<file path="src/rtl/cpu_pkg.sv">
// Shared definitions for the 16-bit Green CPU pipeline.
//
// Contents:
//   WIDTH, REG_ADDR_W, CTRL_W : default datapath, register-index and
//                               ALU-control widths
//   alu_op_e                  : ALU operation encodings
//   REG_ZERO                  : index of the hardwired-zero register
package cpu_pkg;

  localparam int WIDTH      = 16;
  localparam int REG_ADDR_W = 3;
  localparam int CTRL_W     = 4;

  typedef enum logic [CTRL_W-1:0] {
    ALU_ADD = 4'b0000,
    ALU_SUB = 4'b0001,
    ALU_SLT = 4'b0010,
    ALU_OR  = 4'b0011,
    ALU_AND = 4'b0100,
    ALU_SRL = 4'b0101,
    ALU_SLL = 4'b0110,
    ALU_SRA = 4'b0111
  } alu_op_e;

  localparam logic [REG_ADDR_W-1:0] REG_ZERO = '0;

endpackage

</file>
<file path="src/rtl/fwd_mux.sv">
// Operand forwarding mux for the ID/EX stage.
//
// Resolves one source operand. The EX/MEM candidate has priority over the
// MEM/WB candidate because it is the younger producer. Register 0 never
// forwards; it always returns the registered read data.
//
// Ports:
//   src       in  source register index held in ID/EX
//   reg_data  in  register-file value captured in ID/EX
//   mem_*     in  EX/MEM writeback candidate (valid, rd, data)
//   wb_*      in  MEM/WB writeback candidate (valid, rd, data)
//   value     out resolved operand
module fwd_mux
  import cpu_pkg::*;
#(
  parameter int WIDTH      = cpu_pkg::WIDTH,
  parameter int REG_ADDR_W = cpu_pkg::REG_ADDR_W
) (
  input  logic [REG_ADDR_W-1:0] src,
  input  logic [WIDTH-1:0]      reg_data,
  input  logic                  mem_valid,
  input  logic [REG_ADDR_W-1:0] mem_rd,
  input  logic [WIDTH-1:0]      mem_data,
  input  logic                  wb_valid,
  input  logic [REG_ADDR_W-1:0] wb_rd,
  input  logic [WIDTH-1:0]      wb_data,
  output logic [WIDTH-1:0]      value
);

  logic src_nonzero;
  assign src_nonzero = (src != REG_ZERO);

  always_comb begin
    // NOTE: default assigned first so every path drives value; no latch.
    value = reg_data;
    if (src_nonzero && mem_valid && (mem_rd == src)) begin
      value = mem_data;
    end else if (src_nonzero && wb_valid && (wb_rd == src)) begin
      value = wb_data;
    end
  end

endmodule

</file>
<file path="src/rtl/id_ex_stage.sv">
// ID/EX pipeline register for the 16-bit Green CPU.
//
// Captures decoded instructions, forwards MEM/WB results onto the ALU
// operands, and inserts a one-cycle bubble on a load-use hazard.
// Update priority per edge: rst > flush > ex_stall > load_use_stall > capture.
//
// Ports:
//   clk, rst                  clock, synchronous active-high reset
//   in_valid / in_ready       decode handshake
//   id_*                      decoded instruction fields and control flags
//   flush                     kill the instruction being captured
//   ex_stall                  downstream cannot advance; hold all state
//   fwd_mem_* / fwd_wb_*      writeback candidates for forwarding
//   ex_*                      registered instruction toward the ALU
//   load_use_stall            bubble request to fetch/decode
//
// Build option:
//   GREEN_OPERAND_GATE_EN  when defined, ALU operands, store data and ALU
//                          control are forced to zero/ADD while ex_valid=0
//                          so bubbles cause no toggles on the ALU inputs.
module id_ex_stage
  import cpu_pkg::*;
#(
  parameter int WIDTH      = cpu_pkg::WIDTH,
  parameter int REG_ADDR_W = cpu_pkg::REG_ADDR_W,
  parameter int CTRL_W     = cpu_pkg::CTRL_W
) (
  input  logic                  clk,
  input  logic                  rst,
  input  logic                  in_valid,
  output logic                  in_ready,
  input  logic [REG_ADDR_W-1:0] id_rs1,
  input  logic [REG_ADDR_W-1:0] id_rs2,
  input  logic [REG_ADDR_W-1:0] id_rd,
  input  logic [WIDTH-1:0]      id_rs1_data,
  input  logic [WIDTH-1:0]      id_rs2_data,
  input  logic [WIDTH-1:0]      id_imm,
  input  logic [CTRL_W-1:0]     id_alu_ctrl,
  input  logic                  id_alu_src,
  input  logic                  id_reg_write,
  input  logic                  id_mem_read,
  input  logic                  id_mem_write,
  input  logic                  flush,
  input  logic                  ex_stall,
  input  logic                  fwd_mem_valid,
  input  logic [REG_ADDR_W-1:0] fwd_mem_rd,
  input  logic [WIDTH-1:0]      fwd_mem_data,
  input  logic                  fwd_wb_valid,
  input  logic [REG_ADDR_W-1:0] fwd_wb_rd,
  input  logic [WIDTH-1:0]      fwd_wb_data,
  output logic                  ex_valid,
  output logic [WIDTH-1:0]      ex_alu_a,
  output logic [WIDTH-1:0]      ex_alu_b,
  output logic [CTRL_W-1:0]     ex_alu_ctrl,
  output logic [REG_ADDR_W-1:0] ex_rd,
  output logic                  ex_reg_write,
  output logic                  ex_mem_read,
  output logic                  ex_mem_write,
  output logic [WIDTH-1:0]      ex_store_data,
  output logic                  load_use_stall
);

  logic                  valid_q;
  logic [REG_ADDR_W-1:0] rs1_q, rs2_q, rd_q;
  logic [WIDTH-1:0]      rs1_data_q, rs2_data_q, imm_q;
  logic [CTRL_W-1:0]     alu_ctrl_q;
  logic                  alu_src_q, reg_write_q, mem_read_q, mem_write_q;

  // Stores read rs2 even when operand b is the immediate.
  logic uses_rs2;
  assign uses_rs2 = !id_alu_src || id_mem_write;

  // Self-clearing: the bubble drops mem_read_q, so this lasts one cycle.
  assign load_use_stall = in_valid && valid_q && mem_read_q && (rd_q != REG_ZERO) &&
                          ((id_rs1 == rd_q) || (uses_rs2 && (id_rs2 == rd_q)));

  // flush does not drop in_ready: the killed slot is simply not kept.
  assign in_ready = !ex_stall && !load_use_stall;

  logic insert_bubble;
  assign insert_bubble = flush || (!ex_stall && load_use_stall);

  // NOTE: non-blocking assignments for all sequential state, so every
  // register samples pre-edge values regardless of statement order.
  always_ff @(posedge clk) begin
    if (rst) begin
      valid_q     <= 1'b0;
      rs1_q       <= '0;
      rs2_q       <= '0;
      rd_q        <= '0;
      rs1_data_q  <= '0;
      rs2_data_q  <= '0;
      imm_q       <= '0;
      alu_ctrl_q  <= ALU_ADD;
      alu_src_q   <= 1'b0;
      reg_write_q <= 1'b0;
      mem_read_q  <= 1'b0;
      mem_write_q <= 1'b0;
    end else if (insert_bubble) begin
      // Operand fields hold; only validity, flags and control are cleared.
      valid_q     <= 1'b0;
      alu_ctrl_q  <= ALU_ADD;
      reg_write_q <= 1'b0;
      mem_read_q  <= 1'b0;
      mem_write_q <= 1'b0;
    end else if (!ex_stall) begin
      valid_q     <= in_valid;
      rs1_q       <= id_rs1;
      rs2_q       <= id_rs2;
      rd_q        <= id_rd;
      rs1_data_q  <= id_rs1_data;
      rs2_data_q  <= id_rs2_data;
      imm_q       <= id_imm;
      alu_ctrl_q  <= id_alu_ctrl;
      alu_src_q   <= id_alu_src;
      reg_write_q <= id_reg_write && in_valid;
      mem_read_q  <= id_mem_read  && in_valid;
      mem_write_q <= id_mem_write && in_valid;
    end
  end

  // Forwarding stays live during ex_stall so a retiring producer is seen.
  logic [WIDTH-1:0] rs1_fwd, rs2_fwd;

  fwd_mux #(.WIDTH(WIDTH), .REG_ADDR_W(REG_ADDR_W)) u_fwd_rs1 (
    .src       (rs1_q),
    .reg_data  (rs1_data_q),
    .mem_valid (fwd_mem_valid),
    .mem_rd    (fwd_mem_rd),
    .mem_data  (fwd_mem_data),
    .wb_valid  (fwd_wb_valid),
    .wb_rd     (fwd_wb_rd),
    .wb_data   (fwd_wb_data),
    .value     (rs1_fwd)
  );

  fwd_mux #(.WIDTH(WIDTH), .REG_ADDR_W(REG_ADDR_W)) u_fwd_rs2 (
    .src       (rs2_q),
    .reg_data  (rs2_data_q),
    .mem_valid (fwd_mem_valid),
    .mem_rd    (fwd_mem_rd),
    .mem_data  (fwd_mem_data),
    .wb_valid  (fwd_wb_valid),
    .wb_rd     (fwd_wb_rd),
    .wb_data   (fwd_wb_data),
    .value     (rs2_fwd)
  );

  assign ex_valid     = valid_q;
  assign ex_rd        = rd_q;
  assign ex_reg_write = reg_write_q && valid_q;
  assign ex_mem_read  = mem_read_q  && valid_q;
  assign ex_mem_write = mem_write_q && valid_q;

  always_comb begin
    ex_alu_a      = rs1_fwd;
    ex_alu_b      = alu_src_q ? imm_q : rs2_fwd;
    ex_store_data = rs2_fwd;
    ex_alu_ctrl   = alu_ctrl_q;
`ifdef GREEN_OPERAND_GATE_EN
    if (!valid_q) begin
      ex_alu_a      = '0;
      ex_alu_b      = '0;
      ex_store_data = '0;
      ex_alu_ctrl   = ALU_ADD;
    end
`endif
  end

endmodule
</file>
<file path="config.mk">
export PLATFORM = sky130hd
export DESIGN_NAME = id_ex_stage
export DESIGN_NICKNAME = d
export VERILOG_FILES = /design/src/rtl/cpu_pkg.sv /design/src/rtl/fwd_mux.sv /design/src/rtl/id_ex_stage.sv
export SDC_FILE = /design/constraint.sdc
export NUM_CORES = 1
export LEC_CHECK = 0
export ABC_AREA = 1
export BUFFER_PORTS_ARGS = -buffer_cell sky130_fd_sc_hd__buf_2
export CORE_UTILIZATION = 53
export DETAILED_ROUTE_END_ITERATION = 16
export PLACE_DENSITY = 0.84
export RECOVER_POWER = 25
export SETUP_SLACK_MARGIN = 0.05
export SYNTH_ARGS = -nofsm -noshare
export SYNTH_HDL_FRONTEND = slang
export SYNTH_HIERARCHICAL = 1
export SYNTH_SLANG_ARGS = --single-unit
</file>
<file path="constraint.sdc">
create_clock -name clk -period 2.95 [get_ports clk]
set_input_delay 0.295 -clock clk [delete_from_list [all_inputs] [get_ports clk]]
set_output_delay 0.295 -clock clk [all_outputs]
set_load 0.01 [all_outputs]
</file>
# [Word-level counts from Yosys, hierarchy flattened]
# Cells that the tools add are included.
# Widths: inputs -> output; s select.
[classes] muxes=5 n_reduce_logical=32 n_bitwise=2 eq_ne=6
[ops] cell="$mux 16" count=5
[ops] cell="$logic_and 1x1->1" count=21
[ops] cell="$eq 3x3->1" count=6
[ops] cell="$reduce_bool 3->1" count=3
[ops] cell="$logic_not 1->1" count=3
[ops] cell="$logic_or 1x1->1" count=3
[ops] cell="$not 1->1" count=2
[ops] cell="$reduce_and 2->1" count=1
[ops] cell="$reduce_or 2->1" count=1
[word_totals] output_inout_bits=61 reg_bits=66

# [Logic depth before layout (Yosys ltp)]
[depth] word_depth=9 depth_mapped=13 mapped_depth_nobuf=11

# [Modules after synthesis]
# The synthesis kept the hierarchy.
[by_module_without_submodules] module="id_ex_stage" cells_per_inst=600 seq_area_each_um2=1321.3 n_inst=1 area_per_inst_um2=3567.2
[by_module_without_submodules] module="fwd_mux" cells_per_inst=145 seq_area_each_um2=0.0 n_inst=2 area_per_inst_um2=713.2

# [Least setup slack after synthesis]
# OpenSTA, ideal clock, no wires.
[synth_path] path_kind="register to output" startpoint="register rs2_q[0]" endpoint="output ex_alu_b[10]" t_required_ps=2655 slack_ps=1276 arrival_ps=1379 path_stages_with_launch=12 path_buffers=1 path_cell_list="dfxtp_1 > inv_1 > nand2_2 > nand3_4 > nor2_8 > nand2_4 > buf_8 > nand2_2 > nand3_1 > nand2_1 > nand2_1 > o21ai_0"
[synth_between] elab_chain_len=6 word_cells_on_any_way=10 classes_between="eq/ne: 2; mux: 3; reduce/logical: 5"
[synth_rtl] element="start, declared" line="id_ex_stage.sv:64" rtl="logic [REG_ADDR_W-1:0] rs1_q, rs2_q, rd_q;"
[synth_rtl] element="start signal, assigned" line="id_ex_stage.sv:109" rtl="rs2_q <= id_rs2;"
[synth_rtl] element="$reduce_bool 3->1" line="fwd_mux.sv:31" rtl="assign src_nonzero = (src != REG_ZERO);"
[synth_rtl] element="$logic_and 1x1->1 (2 in a row)" line="fwd_mux.sv:38" rtl="end else if (src_nonzero && wb_valid && (wb_rd == src)) begin"
[synth_rtl] element="$mux 16" line="fwd_mux.sv:38"
[synth_rtl] element="$mux 16 *" line="fwd_mux.sv:36" rtl="if (src_nonzero && mem_valid && (mem_rd == src)) begin"
[synth_rtl] element="net ex_store_data[10]" line="id_ex_stage.sv:59" rtl="output logic [WIDTH-1:0] ex_store_data,"
[synth_rtl] element="$mux 16 *" line="id_ex_stage.sv:157" rtl="ex_alu_b = alu_src_q ? imm_q : rs2_fwd;"
[synth_rtl] element="end, declared" line="id_ex_stage.sv:53" rtl="output logic [WIDTH-1:0] ex_alu_b,"
# Mark *: on every way through the listed nets, which the timed path passes. The rest lies on a longest branch.

# [Final worst setup path]
[layout_path] startpoint="register rs2_q[1]" endpoint="output ex_alu_b[0]"
[layout_between] elab_chain_len=6 word_cells_on_any_way=10 classes_between="eq/ne: 2; mux: 3; reduce/logical: 5"
[layout_rtl] element="$reduce_bool 3->1" line="fwd_mux.sv:31"
[layout_rtl] element="$logic_and 1x1->1 (2 in a row)" line="fwd_mux.sv:38"
[layout_rtl] element="$mux 16" line="fwd_mux.sv:38"
[layout_rtl] element="$mux 16 *" line="fwd_mux.sv:36"
[layout_rtl] element="$mux 16 *" line="id_ex_stage.sv:157"
# Mark *: on every way between the ends. The rest lies on a longest branch, timed or not.

==> impl_metrics.json <==
{
  "status": "completed",
  "num_rows": 35,
  "ys_seq_area_frac": 0.265,
  "antenna_found_initial": 0,
  "layout-drive-gt1-share": 0.221,
  "synth_top_area_share": 0.265,
  "r2r_cells": 12,
  "synth_area_per_cell_um2": 5.61,
  "crit_chain": "inv_2 -> o21ai_1 -> nor2_4 -> nand2_4 -> nand2_1 -> nand3_1 -> nand2_1 -> nand2_1 -> o21ai_0 -> buf_2",
  "syn-instance-count": 890,
  "ios": 171,
  "synth_ff_type": "dfxtp_1",
  "fin_hold_ws_ps": 197,
  "drt-pass1-iter-count": 5,
  "relSlewSlack": 0.338,
  "critPathArrivalTime_ps": 2160,
  "finalSetupTns_ps": 0,
  "place_inst": 1133,
  "critPathSlowestCell": "nor2_4",
  "synth_area_um2": 4990,
  "fmax_mhz": 407,
  "die_w_um": 99.1,
  "crit_cells": 10,
  "route.detailed.drc": 0,
  "synth_common_cells": "254 x inv_1, 246 x nand2_1, 72 x nor2_1",
  "cts_buffer_depth": 2,
  "nets": 1143,
  "hold_viol_final": 0,
  "critPathTopFamily": "simple AND/OR/NAND/NOR gates",
  "yosys_warnings": 6,
  "diodes": 0,
  "setup_violations": 0,
  "cts_resized": 0,
  "grt_max_degree": 59,
  "whs_path_depth": 3,
  "wl_mm": 13.9,
  "max_stage_delay_ps": 390,
  "area_growth_syn_to_layout_pct": 19.7,
  "clock-sinks": 66,
  "chipHeight_um": 99.1,
  "cts_htree_levels": 3,
  "dieArea_um2": 9810,
  "cts-root-buf": "clkbuf_8",
  "ctsHoldBuffers": 0,
  "end_kind": "output port",
  "globalRouteTotalUtil": 0.290,
  "critPathKind": "reg2out",
  "crit_buf_inv": 2,
  "slew_violations": 0,
  "async_flop_share": 0,
  "period_share": 0.833,
  "fillers": 896,
  "dp_hpwl_mm": 9.90,
  "portBuffers": 170,
  "yosysUniqueCellTypes": 30,
  "cts_setup_buffers": 0,
  "yosys.area.top_type": "dfxtp_1",
  "tritoncts": "yes",
  "ys_ff_latch": 66,
  "period_needed_ps": 2460,
  "hp-class": "in2reg",
  "ant_nets": 0,
  "grt_pass1_wl_mm": 22.7,
  "crit_top_cell": "nand2_1",
  "core_um2": 9200,
  "cp_max_fo": 17,
  "multi_input_area_um2": 2430,
  "drt_iter0_drc": 270,
  "synth-edff-count": 0,
  "rsz0062_at_grt": "false",
  "yosysMostFrequentCell": "inv_1",
  "p_leak_uw": 0.00384,
  "numCtsBuffers": 9,
  "regArea_um2": 1320,
  "clk_latency_ps": 350,
  "syn_nets": 1000,
  "cp-start-kind": "flop",
  "path_clk_slew_ps": 70,
  "max_slew.worst_pin.slew_ps": 992,
  "power_density_nw_per_um2": 416,
  "overflow": 0,
  "final_cells": 1149,
  "clock_skew_ps": 6.14,
  "via_per_inst": 4.76,
  "vias": 5472,
  "avgRoutedWirePerCell_um": 12.1,
  "grt_pass1_vias": 4930,
  "synth_area_leaders": "dfxtp_1 26%, inv_1 19%, nand2_1 18%, nand4_1 7.3%, nand3_1 6.7%",
  "place_congestion": 0.964,
  "cp.required_ps": 2650,
  "start_util": 0.543,
  "maxCapViolCount": 0,
  "ir_drop_mv": 0.287
}
## stage by stage
| step | cell area [µm²] | util | setup slack (ps) | power [µW] |
|---|---|---|---|---|
| 2_1_floorplan | 4990 | - | 1280 | 1440 |
| 3_3_place_gp | 5800 | 0.631 | 876 | 1660 |
| 3_5_place_dp | 5800 | 0.631 | 853 | 1670 |
| 4_1_cts | 6020 | 0.654 | 508 | 2490 |
| 5_1_grt | 5980 | 0.650 | 286 | 2630 |
| 6_report | 5980 | 0.650 | 493 | 2480 |
## sequential cells by signal (all words and copies together) (netlist names)
register / flops
rs1_q: 3
rs2_data_q: 16
rs2_q: 3
ex_alu_ctrl: 4
ex_rd: 3
reg_write_q: 1
mem_read_q: 1
imm_q: 16
ex_valid: 1
alu_src_q: 1
mem_write_q: 1
rs1_data_q: 16
## routing by layer
| metal | up-vias | global-route usage | share of wire |
|---|---|---|---|
| met4 | 0 | 0.104 | 0.020 |
| li1 | 2886 | - | - |
| met5 | - | 0 | 0 |
| met2 | 222 | 0.483 | 0.45 |
| met1 | 2344 | 0.380 | 0.45 |
| met3 | 20 | 0.0482 | 0.076 |
## worst min-delay path, stage by stage
cell and delay [ps]:
buf_2 100, nand2_1 50, a21oi_1 50
## power breakdown
group / leakage, µW / internal, µW / switching (µW)
Clock: 0.000110 / 485 / 349
Sequential: 0.000544 / 947 / 32.2
Combinational: 0.00319 / 254 / 416
## layout by cell type, fill, tap and decap left out, drive strengths merged, types with 5 or more instances in the layout
cell type	count
nand3	70
nand2	275
buf	164
inv	261
dfxtp	66
clkbuf	27
a21oi	5
nand4	58
o21ai	21
nor2	80
## final cells by class
cell class                      count  share of cell area
Multi-Input combinational cell    519               0.407
Sequential cell                    66               0.221
Inverter                          261               0.165
Timing Repair Buffer              176               0.148
Clock buffer                       15              0.0312
Tap cell                          111              0.0232
Clock inverter                      1             0.00503
## cells by family (layout without fill, tap and decap cells)
| group | Yosys count | after routing | synth area share |
|---|---|---|---|
| compound gates | 29 | 29 | 0.0328 |
| xor+xnor | 3 | 3 | 0.00526 |
| buf+inv | 305 | 453 | 0.246 |
| flops | 66 | 66 | 0.265 |
| simple gates | 487 | 487 | 0.452 |
## final timing paths
check	from	slack [ps]	endpoint
hold reg to reg	ex_alu_ctrl[2]$_SDFFE_PP0N_	470	ex_alu_ctrl[2]$_SDFFE_PP0N_
hold / removal	id_alu_ctrl[1]	200	ex_alu_ctrl[1]$_SDFFE_PP0N_
setup reg to reg	ex_rd[0]$_SDFFE_PP0P_	740	imm_q[5]$_SDFFE_PP0P_
setup / recovery	rs2_q[1]$_SDFFE_PP0P_	490	ex_alu_b[0]
No activity file was read; power rests on OpenSTA's default activity.
